### src/rtl/bus_xfer_ctrl.sv
// rtl/bus_xfer_ctrl.sv - bus transfer sequencer: drive/sample/turnaround FSM; optional transfer counter under BUS_XFER_CNT_EN
module bus_xfer_ctrl #(
  parameter int DATA_W    = 8,
  parameter int DRIVE_CYC = 1,
  parameter int TURN_CYC  = 1
) (
  input  logic              clk,
  input  logic              rst_n,
  input  logic              wr_valid,
  input  logic [DATA_W-1:0] wr_data,
  output logic              wr_ready,
  input  logic              rd_req,
  output logic              rd_ready,
  output logic [DATA_W-1:0] rd_data,
  output logic              rd_valid,
  output logic              send,
  output logic [DATA_W-1:0] data_to_bus,
  output logic              rcv,
  input  logic [DATA_W-1:0] data_from_bus,
  output logic              busy,
  output logic [7:0]        xfer_cnt
);

  typedef enum logic [1:0] {IDLE, DRIVE, SAMPLE, TURN} state_t;

  // Cycle counter holds "cycles remaining minus one" in the current state.
  localparam logic [3:0] DRIVE_LOAD = 4'(DRIVE_CYC - 1);
  localparam logic [3:0] TURN_LOAD  = (TURN_CYC > 0) ? 4'(TURN_CYC - 1) : 4'd0;
  // With no turnaround configured a finished transfer goes straight back to IDLE.
  localparam state_t DONE_STATE = (TURN_CYC > 0) ? TURN : IDLE;

  state_t     state, state_nxt;
  logic [3:0] cyc_cnt, cyc_nxt;

  // Control outputs are pure decodes of the registered state; rd_ready also
  // drops while a write is offered so the write wins in IDLE.
  assign wr_ready = (state == IDLE);
  assign rd_ready = (state == IDLE) && !wr_valid;
  assign send     = (state == DRIVE);
  assign rcv      = (state == SAMPLE);
  assign busy     = (state != IDLE);

  // State and cycle counter registers.
  always_ff @(posedge clk or negedge rst_n) begin
    if (!rst_n) begin
      state   <= IDLE;
      cyc_cnt <= 4'd0;
    end else begin
      state   <= state_nxt;
      cyc_cnt <= cyc_nxt;
    end
  end

  // Next-state logic; the counter reloads on every state entry, else counts down.
  always_comb begin
    state_nxt = state;
    cyc_nxt   = cyc_cnt;
    case (state)
      IDLE: begin
        if (wr_valid) begin
          state_nxt = DRIVE;
          cyc_nxt   = DRIVE_LOAD;
        end else if (rd_req) begin
          state_nxt = SAMPLE;
          cyc_nxt   = 4'd0;
        end
      end
      DRIVE: begin
        if (cyc_cnt == 4'd0) begin
          state_nxt = DONE_STATE;
          cyc_nxt   = TURN_LOAD;
        end else begin
          cyc_nxt = cyc_cnt - 4'd1;
        end
      end
      SAMPLE: begin
        state_nxt = DONE_STATE;
        cyc_nxt   = TURN_LOAD;
      end
      TURN: begin
        if (cyc_cnt == 4'd0) begin
          state_nxt = IDLE;
          cyc_nxt   = 4'd0;
        end else begin
          cyc_nxt = cyc_cnt - 4'd1;
        end
      end
      default: begin
        state_nxt = IDLE;
        cyc_nxt   = 4'd0;
      end
    endcase
  end

  // Latch write payload on accept; it stays on the bus lines until the next write.
  always_ff @(posedge clk or negedge rst_n) begin
    if (!rst_n) begin
      data_to_bus <= '0;
    end else if (state == IDLE && wr_valid) begin
      data_to_bus <= wr_data;
    end
  end

  // Capture the bus at the edge that ends SAMPLE and flag it for one cycle.
  always_ff @(posedge clk or negedge rst_n) begin
    if (!rst_n) begin
      rd_data  <= '0;
      rd_valid <= 1'b0;
    end else begin
      rd_valid <= (state == SAMPLE);
      if (state == SAMPLE) begin
        rd_data <= data_from_bus;
      end
    end
  end

`ifdef BUS_XFER_CNT_EN
  logic xfer_done;
  assign xfer_done = ((state == DRIVE) && (cyc_cnt == 4'd0)) || (state == SAMPLE);

  // Count completed transfers; wraps naturally at 8 bits.
  always_ff @(posedge clk or negedge rst_n) begin
    if (!rst_n) begin
      xfer_cnt <= 8'd0;
    end else if (xfer_done) begin
      xfer_cnt <= xfer_cnt + 8'd1;
    end
  end
`else
  assign xfer_cnt = 8'd0;
`endif

endmodule

### config.mk
export PLATFORM = sky130hd
export DESIGN_NAME = bus_xfer_ctrl
export DESIGN_NICKNAME = d
export VERILOG_FILES = /design/src/rtl/bus_xfer_ctrl.sv
export SDC_FILE = /design/constraint.sdc
export NUM_CORES = 1
export LEC_CHECK = 0
export CAP_MARGIN = 0
export CORE_MARGIN = 1
export CORE_UTILIZATION = 40
export CTS_BUF_LIST = sky130_fd_sc_hd__clkbuf_2 sky130_fd_sc_hd__clkbuf_4 sky130_fd_sc_hd__clkbuf_8
export DETAILED_ROUTE_END_ITERATION = 12
export PLACE_DENSITY = 0.83
export SETUP_SLACK_MARGIN = 0.3
export SLEW_MARGIN = 20
export SYNTH_ARGS = -nofsm -noshare
export SYNTH_HDL_FRONTEND = slang
export SYNTH_SLANG_ARGS = --single-unit
### constraint.sdc
create_clock -name clk -period 2.4 [get_ports clk]
set_input_delay 0.36 -clock clk [delete_from_list [all_inputs] [get_ports clk]]
set_output_delay 0.36 -clock clk [all_outputs]
set_load 0.1 [all_outputs]
==> results of run 1 <==
[worst reg2reg max path: cells and delay by family (launching register included)]
kind	cells	cell delay, ns
simple gates	1	0.41
flops	1	0.42
mux	1	0.21
compound gates	1	0.22
buf+inv	1	0.12
fa+ha+maj	1	0.20
[Yosys cell counts]
library cell  instances
a21oi_2               1
o21ai_1               1
ha_1                  6
nand2_1               2
nand2b_1              1
o2bb2ai_1             1
dfrtp_1              23
mux2i_1               5
nand4_1               1
nor3b_1               1
nand4b_1              1
clkbuf_1              1
nor2_1                2
o311ai_0              1
o21ai_0               1
mux2_2               16
inv_1                 6
or2_2                 1
or3b_1                1
or3b_4                1
buf_4                 8
nor4_1                1
conb_1                1
nand3_1               2
[stage by stage]
| stage | hold WS (ns) | utilization | cell area (um^2) |
|---|---|---|---|
| 2_1_floorplan | 0.0644 | - | 1140 |
| 3_3_place_gp | 0.491 | 0.597 | 1510 |
| 3_5_place_dp | 0.497 | 0.597 | 1510 |
| 4_1_cts | 0.410 | 0.609 | 1540 |
| 5_1_grt | 0.422 | 0.609 | 1540 |
| 6_report | 0.394 | 0.609 | 1540 |
[layout make-up]
class	instances	share of cell area
Sequential cell	23	0.375
Multi-Input combinational cell	54	0.311
Timing Repair Buffer	42	0.253
Tap cell	30	0.0244
Clock buffer	4	0.0196
Inverter	6	0.0171
[cells by family (layout without fill, tap and decap cells)]
group | Yosys count | count (layout)
DFF | 23 | 23
and+or+nand+nor | 14 | 14
buffers and inverters | 15 | 52
adders and majority gates | 6 | 6
AOI/OAI and AO/OA | 5 | 5
muxes | 21 | 21
other | 1 | 8
[worst max-delay path by stage]
stage | end | cells past startpoint | slack, ns
6_report | rcv | 3 | 0.50
5_1_grt | rcv | 3 | 0.39
4_1_cts | rcv | 3 | 0.46
3_5_place_dp | data_to_bus[6]$_DFFE_PN0P_ | 3 | 0.61
3_3_place_gp | data_to_bus[6]$_DFFE_PN0P_ | 3 | 0.68
2_1_floorplan | rd_ready | 4 | -0.01
[sequential cells by signal, summed over array words and instances, names as in the netlist]
register and count:
cyc_cnt 4, data_to_bus 8, rd_data 8, rd_valid 1, state 2
[placed cells by master, fill, tap and decap left out]
cell / instances
or2_2: 1
mux2i_1: 5
inv_1: 3
or3b_4: 1
nand2b_1: 1
nor3b_1: 1
nand4b_1: 1
ha_4: 1
o21ai_0: 1
dfrtp_1: 23
nand2_1: 2
nor4_1: 1
buf_4: 21
o311ai_0: 1
a21oi_2: 1
buf_12: 2
clkbuf_4: 4
clkdlybuf4s50_1: 19
inv_2: 2
nand3_1: 2
nor2_1: 1
ha_1: 5
o2bb2ai_1: 1
o21ai_1: 1
or3b_1: 1
mux2_2: 16
clkinvlp_4: 1
conb_1: 8
nand4_1: 1
nor2_4: 1
[per-layer routing]
layer / wire length [um] / part of all wire / up-vias
met1: 831 / 0.39 / 379
met2: 1190 / 0.55 / 33
met5: 0 / 0 / -
met4: 10 / 0.0046 / 0
met3: 118 / 0.055 / 2
li1: - / - / 364
==> impl_metrics.yaml, run 1 <==
setup_path:
  max_stage_delay_ns: 0.47
  cpMaxStageDelayCell: "ha_1"
  timing.rr.start: "cyc_cnt[0]$_DFFE_PN0P_"
  cpLargestDelayFamily: "adder cells"
  arrival_ns: 1.54
  crit_required_ns: 2.04
  cp_max_fo: 10
  crit_buf_inv: 2
  crit_path_start: "state[0]$_DFFE_PN0P_"
  crit_path_cell_trace: "inv_2 > ha_1 > buf_12"
  reg2reg_depth: 5
  cp-end-kind: "output port"
  worstSetupStartpointType: "register"
  path_class: "reg -> out"
  reg2reg_setup_slack_ns: 0.75
  timing.rr.end: "state[0]$_DFFE_PN0P_"
cts:
  tritoncts: "built"
  clkLatencyLatePin_ns: 0.30
  postCtsHoldBufs: 0
  cts_buffers: 3
  cts_buffer_depth: 2
  ctsResizeCount: 0
  postCtsSetupRepairBufs: 0
  h-tree-depth: 1
  path_clk_slew_ns: 0.12
  cts_sinks: 23
  root_buffer: "clkbuf_4"
timing:
  clock_skew_ns: 0.00421
  setup_viol: 0
  fin_crit_sh: 0.793
  drv_slew: 0
  period_minus_slack_ns: 1.90
  worst_slack_ns: 0.496
  hold_viol: 0
  tns_ns: 0
  rsz0062_at_grt: "no"
  fmax_mhz: 525
die:
  start_util: 0.434
  coreArea_mm2: 0.00252
  placementRows: 18
  die_h_um: 54.3
  dieArea_mm2: 0.00295
  pin_count: 50
  die_x_um: 54.3
global_routing:
  grt_max_degree: 24
  grt_pass1_vias: 782
  globalRouteMet2Util: 0.319
  grtUsageTotal: 0.163
  grt_util_met3: 0.0278
  use_met1: 0.165
  antenna_found_initial: 0
  grt_overflow_total: 0
  grt-busiest-layer: "met2"
  grt_pass1_wl_mm: 3.33
synthesis:
  synth_area_mm2: 0.00109
  postSynthAreaPerCell_um2: 12.9
  synth_area_leaders: "dfrtp_1 53%, mux2_2 16%, ha_1 6.9%, buf_4 5.5%, mux2i_1 4.6%"
  synth_top_family_by_area: "multiplexers"
  synth_xor_area_frac: 0
  synthAdderAreaFrac: 0.0686
  ys.warnings.count: 0
  ys_seq_area_frac: 0.526
  yosys.area.top_type_share: 0.526
  synth_cell_type_count: 24
  syn-instance-count: 85
  synth_compound_area_frac: 0.0332
  synth_mux_area_frac: 0.211
  ys_ff_latch: 23
  synth_area_leader_cell: "dfrtp_1"
  synth-simple-area-share: 0.0789
drt:
  vias: 778
  dr.pass1.iters: 4
  viasPerCell: 4.89
  postRouteAntennaNets: 0
  wl_mm: 2.15
  wl_per_cell_um: 13.5
  drc: 0
  drt_iter0_markers: 12
finish:
  seqCellArea_um2: 576
  layout.nets: 156
  fill_cells: 218
  fin_cells: 159
  syn2layout_area_growth_pct: 40.4
  drive_gt1_frac: 0.395
  antenna_cells: 0
  multi_input_area_um2: 478
place:
  dp.final_hpwl_mm: 1.71
  dp_cells: 155
  pre_cts_ws_ns: 0.614
  gp_congestion: 0.728
  portBuffers: 41
status:
  status: "finished, final reports clean"
worst_hold_path:
  min_path_type: "in -> async"
job:
  max_cap_violations: 0
Power of run 1 is not shown: default switching activity piles up to over one toggle a cycle in this logic, so the estimate is an artifact.
==> inputs of run 2 (changes only) <==
--- a/config.mk
+++ b/config.mk
@@ -7,10 +7,10 @@
 export LEC_CHECK = 0
 export CAP_MARGIN = 0
 export CORE_MARGIN = 1
-export CORE_UTILIZATION = 40
+export CORE_UTILIZATION = 38
 export CTS_BUF_LIST = sky130_fd_sc_hd__clkbuf_2 sky130_fd_sc_hd__clkbuf_4 sky130_fd_sc_hd__clkbuf_8
 export DETAILED_ROUTE_END_ITERATION = 12
-export PLACE_DENSITY = 0.83
+export PLACE_DENSITY = 0.82
 export SETUP_SLACK_MARGIN = 0.3
 export SLEW_MARGIN = 20
 export SYNTH_ARGS = -nofsm -noshare
==> constraint.sdc (replaced) <==
create_clock -name clk -period 1.6 [get_ports clk]
set_input_delay 0.24 -clock clk [delete_from_list [all_inputs] [get_ports clk]]
set_output_delay 0.24 -clock clk [all_outputs]
set_load 0.1 [all_outputs]
==> impl_metrics.yaml, run 2 (synthesized netlist as in run 1, its figures left out) <==
cts:
  root_buffer: "clkbuf_4"
  cts_sinks: 23
  cts_buffers: 3
  path_clk_slew_ns: 0.12
  cts_buffer_depth: 2
  postCtsHoldBufs: 0
  h-tree-depth: 1
  tritoncts: "built"
  clkLatencyLatePin_ns: 0.32
status:
  status: "finished, violations left"
  violations: "negative setup slack"
setup_path:
  cp-end-kind: "output port"
  path_class: "reg -> out"
  reg2reg_setup_slack_ns: 0.05
  worstSetupStartpointType: "register"
  arrival_ns: 1.41
  cp_max_fo: 5
  crit_required_ns: 1.36
timing:
  setup_viol: 4
  worst_slack_ns: -0.0533
  clock_skew_ns: 0.00580
  tns_ns: -0.200
  maxSlewHeadroom: 0.639
  tightestPinTransition_ns: 0.540
  hold_viol: 0
  fmax_mhz: 605
  period_minus_slack_ns: 1.65
  fin_crit_sh: 1.03
  rsz0062_at_grt: "yes"
  drv_slew: 0
die:
  start_util: 0.400
  coreArea_mm2: 0.00273
  placementRows: 19
  die_h_um: 55.6
  die_x_um: 55.6
  pin_count: 50
  dieArea_mm2: 0.00310
finish:
  final_cell_mix: "23 x dfrtp_1, 22 x buf_12, 19 x clkdlybuf4s50_1"
  layout.nets: 170
  top_regs: "data_to_bus x8, rd_data x8, cyc_cnt x4"
  syn2layout_area_growth_pct: 79.1
  fill_cells: 193
  multi_input_area_um2: 526
  antenna_cells: 0
  drive_gt1_frac: 0.490
  mostFrequentLayoutCell: "dfrtp_1"
  seqCellArea_um2: 576
drt:
  dr.pass1.iters: 4
  drc: 0
  wl_mm: 2.47
  wl_per_cell_um: 14.2
  drt_iter0_markers: 11
  postRouteAntennaNets: 0
  vias: 856
  viasPerCell: 4.92
global_routing:
  grtUsageTotal: 0.180
  grt_overflow_total: 0
  grt_max_degree: 24
  grt_pass1_wl_mm: 4.20
  grt_pass1_vias: 852
  antenna_found_initial: 0
place:
  portBuffers: 41
  dp.final_hpwl_mm: 1.79
  gp_congestion: 0.652
job:
  max_cap_violations: 0
worst_hold_path:
  min_path_type: "in -> async"
run 2: layout make-up:
cell class                 instances  share of cell area
timing repair buffer              56               0.389
inverter                           6              0.0134
multi-input combinational         54               0.268
sequential                        23               0.294
tap                               31              0.0198
clock buffer                       4              0.0153
run 2: path summary, 6_finish.rpt:
| check | to | startpoint | depth (start not counted) |
|---|---|---|---|
| min in group clk | data_to_bus[5]$_DFFE_PN0P_ | wr_data[5] | 2 |
| max reg2reg | state[0]$_DFFE_PN0P_ | state[0]$_DFFE_PN0P_ | 6 |
| min reg2reg | data_to_bus[0]$_DFFE_PN0P_ | data_to_bus[0]$_DFFE_PN0P_ | 1 |
| min | data_to_bus[7]$_DFFE_PN0P_ | rst_n | 2 |
| max in group asynchronous | rd_data[6]$_DFFE_PN0P_ | rst_n | 2 |
| max | rd_ready | state[0]$_DFFE_PN0P_ | 5 |
run 2: worst max-delay path: stages, from the launching register on:
cell and delay, ns:
dfrtp_1 0.41, inv_2 0.10, ha_4 0.18, clkinvlp_4 0.12, nor2_4 0.11, buf_12 0.18
run 2: repair_timing:
action                                 CTS  global route
endpoints found under the hold margin    0             0
pin swaps                                4             4
gates resized for setup                 11             5
setup endpoints to repair               27            27
buffers inserted                         9             2
run 2: through the flow:
| step | hold slack, ns | worst slack, ns | cell area (um^2) | std cells | utilization |
|---|---|---|---|---|---|
| after floorplan | -0.0556 | -0.693 | 1140 | 92 | - |
| after global placement | 0.519 | 0.0255 | 1780 | 159 | 0.651 |
| after detailed placement | 0.534 | -0.0519 | 1780 | 159 | 0.651 |
| after CTS | 0.253 | -0.0590 | 1920 | 172 | 0.703 |
| after global routing | 0.282 | -0.126 | 1960 | 174 | 0.716 |
| final | 0.243 | -0.0533 | 1960 | 174 | 0.716 |
run 2: metal layers:
layer | GRT usage | vias to the layer above | wire length (um)
li1 | - | 395 | -
met1 | 0.210 | 425 | 906
met2 | 0.305 | 32 | 1360
met3 | 0.0442 | 4 | 148
met4 | 0.0964 | 0 | 53
met5 | 0 | - | 0
Power of run 2 is left out for the same reason.
==> inputs of run 3 (changes only) <==
--- a/config.mk
+++ b/config.mk
@@ -10,7 +10,7 @@
 export CORE_UTILIZATION = 38
 export CTS_BUF_LIST = sky130_fd_sc_hd__clkbuf_2 sky130_fd_sc_hd__clkbuf_4 sky130_fd_sc_hd__clkbuf_8
 export DETAILED_ROUTE_END_ITERATION = 12
-export PLACE_DENSITY = 0.82
+export PLACE_DENSITY = 0.86
 export SETUP_SLACK_MARGIN = 0.3
 export SLEW_MARGIN = 20
 export SYNTH_ARGS = -nofsm -noshare
==> impl_metrics.yaml, run 3 (synthesized netlist as in run 1, its figures left out) <==
die:
  placementRows: 19
  coreArea_mm2: 0.00273
  die_x_um: 55.6
  die_h_um: 55.6
  pin_count: 50
  dieArea_mm2: 0.00310
  start_util: 0.400
setup_path:
  cp-end-kind: "output port"
  crit_path_start: "state[0]$_DFFE_PN0P_"
  worstSetupStartpointType: "register"
  cpLargestDelayFamily: "flip-flops"
  max_stage_delay_ns: 0.42
  cp_max_fo: 5
  cpMaxStageDelayCell: "dfrtp_1"
  crit_path_cell_trace: "inv_2 > ha_4 > clkinvlp_4 > nor2_4 > buf_12"
  crit_buf_inv: 3
  reg2reg_setup_slack_ns: 0.03
  crit_required_ns: 1.36
  reg2reg_depth: 6
  path_class: "reg -> out"
  arrival_ns: 1.39
  timing.rr.end: "state[1]$_DFFE_PN0P_"
  timing.rr.start: "state[1]$_DFFE_PN0P_"
cts:
  cts_sinks: 23
  root_buffer: "clkbuf_4"
  postCtsHoldBufs: 0
  path_clk_slew_ns: 0.12
  clkLatencyLatePin_ns: 0.31
  h-tree-depth: 1
  tritoncts: "built"
  cts_buffers: 3
  cts_buffer_depth: 2
place:
  dp_cells: 159
  gp_congestion: 0.673
  dp.final_hpwl_mm: 1.83
  portBuffers: 41
  pre_cts_ws_ns: -0.0405
timing:
  period_minus_slack_ns: 1.63
  hold_viol: 0
  fmax_mhz: 614
  fin_crit_sh: 1.02
  drv_slew: 0
  clock_skew_ns: 0.00456
  setup_viol: 4
  worst_slack_ns: -0.0278
  rsz0062_at_grt: "yes"
drt:
  postRouteAntennaNets: 0
  drc: 0
  wl_per_cell_um: 16.1
  viasPerCell: 5.04
  dr.pass1.iters: 5
  wl_mm: 2.86
  vias: 897
  drt_iter0_markers: 19
status:
  status: "finished, violations left"
  violations: "negative setup slack"
global_routing:
  grtUsageTotal: 0.200
  antenna_found_initial: 0
  grt_pass1_vias: 974
  grt_max_degree: 24
  grt_overflow_total: 0
  grt_pass1_wl_mm: 4.62
finish:
  syn2layout_area_growth_pct: 82.6
  layout.nets: 174
  fill_cells: 171
  final_cell_mix: "23 x dfrtp_1, 22 x buf_12, 19 x clkdlybuf4s50_1"
  fin_cells: 178
  antenna_cells: 0
  drive_gt1_frac: 0.517
  top_regs: "data_to_bus x8, rd_data x8, cyc_cnt x4"
  mostFrequentLayoutCell: "dfrtp_1"
worst_hold_path:
  min_path_type: "in -> async"
job:
  max_cap_violations: 0
run 3: worst max path at each step:
stage                     slack (ns)                      to  cells after the start
after floorplan                -0.69                rd_ready                      4
after global placement          0.02  cyc_cnt[3]$_DFFE_PN0P_                      4
after detailed placement       -0.04    state[1]$_DFFE_PN0P_                      4
after CTS                      -0.07                rd_ready                      5
after global routing           -0.08                rd_ready                      5
final                          -0.03                rd_ready                      5
run 3: worst reg2reg max path, stage by stage (launching register included):
cell	delay, ns
dfrtp_1	0.39
inv_2	0.07
buf_4	0.15
ha_4	0.16
or2_4	0.27
a21oi_4	0.20
mux2i_1	0.25
run 3: layout make-up:
class                      instances  area [um^2]  area share
clock buffer                       3         22.5      0.0113
clock inverter                     1         5.00     0.00251
inverter                           6         26.3      0.0132
multi-input combinational         54          533       0.267
sequential                        23          576       0.288
tap                               31         38.8      0.0194
timing repair buffer              60          796       0.398
run 3: metrics by stage:
stage                     hold WS (ns)  instance area (um^2)  TNS (ns)   util
after floorplan                -0.0556                  1140     -6.72      -
after global placement           0.517                  1780         0  0.651
after detailed placement         0.558                  1780    -0.309  0.651
after CTS                        0.248                  1980    -0.134  0.725
after global routing             0.285                  2000    -0.272  0.730
final                            0.258                  2000   -0.0687  0.730
run 3: timing repair:
item / in CTS / in global routing
setup endpoints to repair: 27 / 27
gates cloned: 0 / 0
pin swaps: 6 / 3
resized for setup: 16 / 3
setup buffers: 14 / 1
run 3: routing by layer:
metal	track usage	vias to the layer above	wire, um
met5	0	-	0
met3	0.0302	7	120
li1	-	401	-
met4	0.104	0	68
met2	0.387	42	1680
met1	0.204	447	991
Power of run 3 is left out for the same reason.
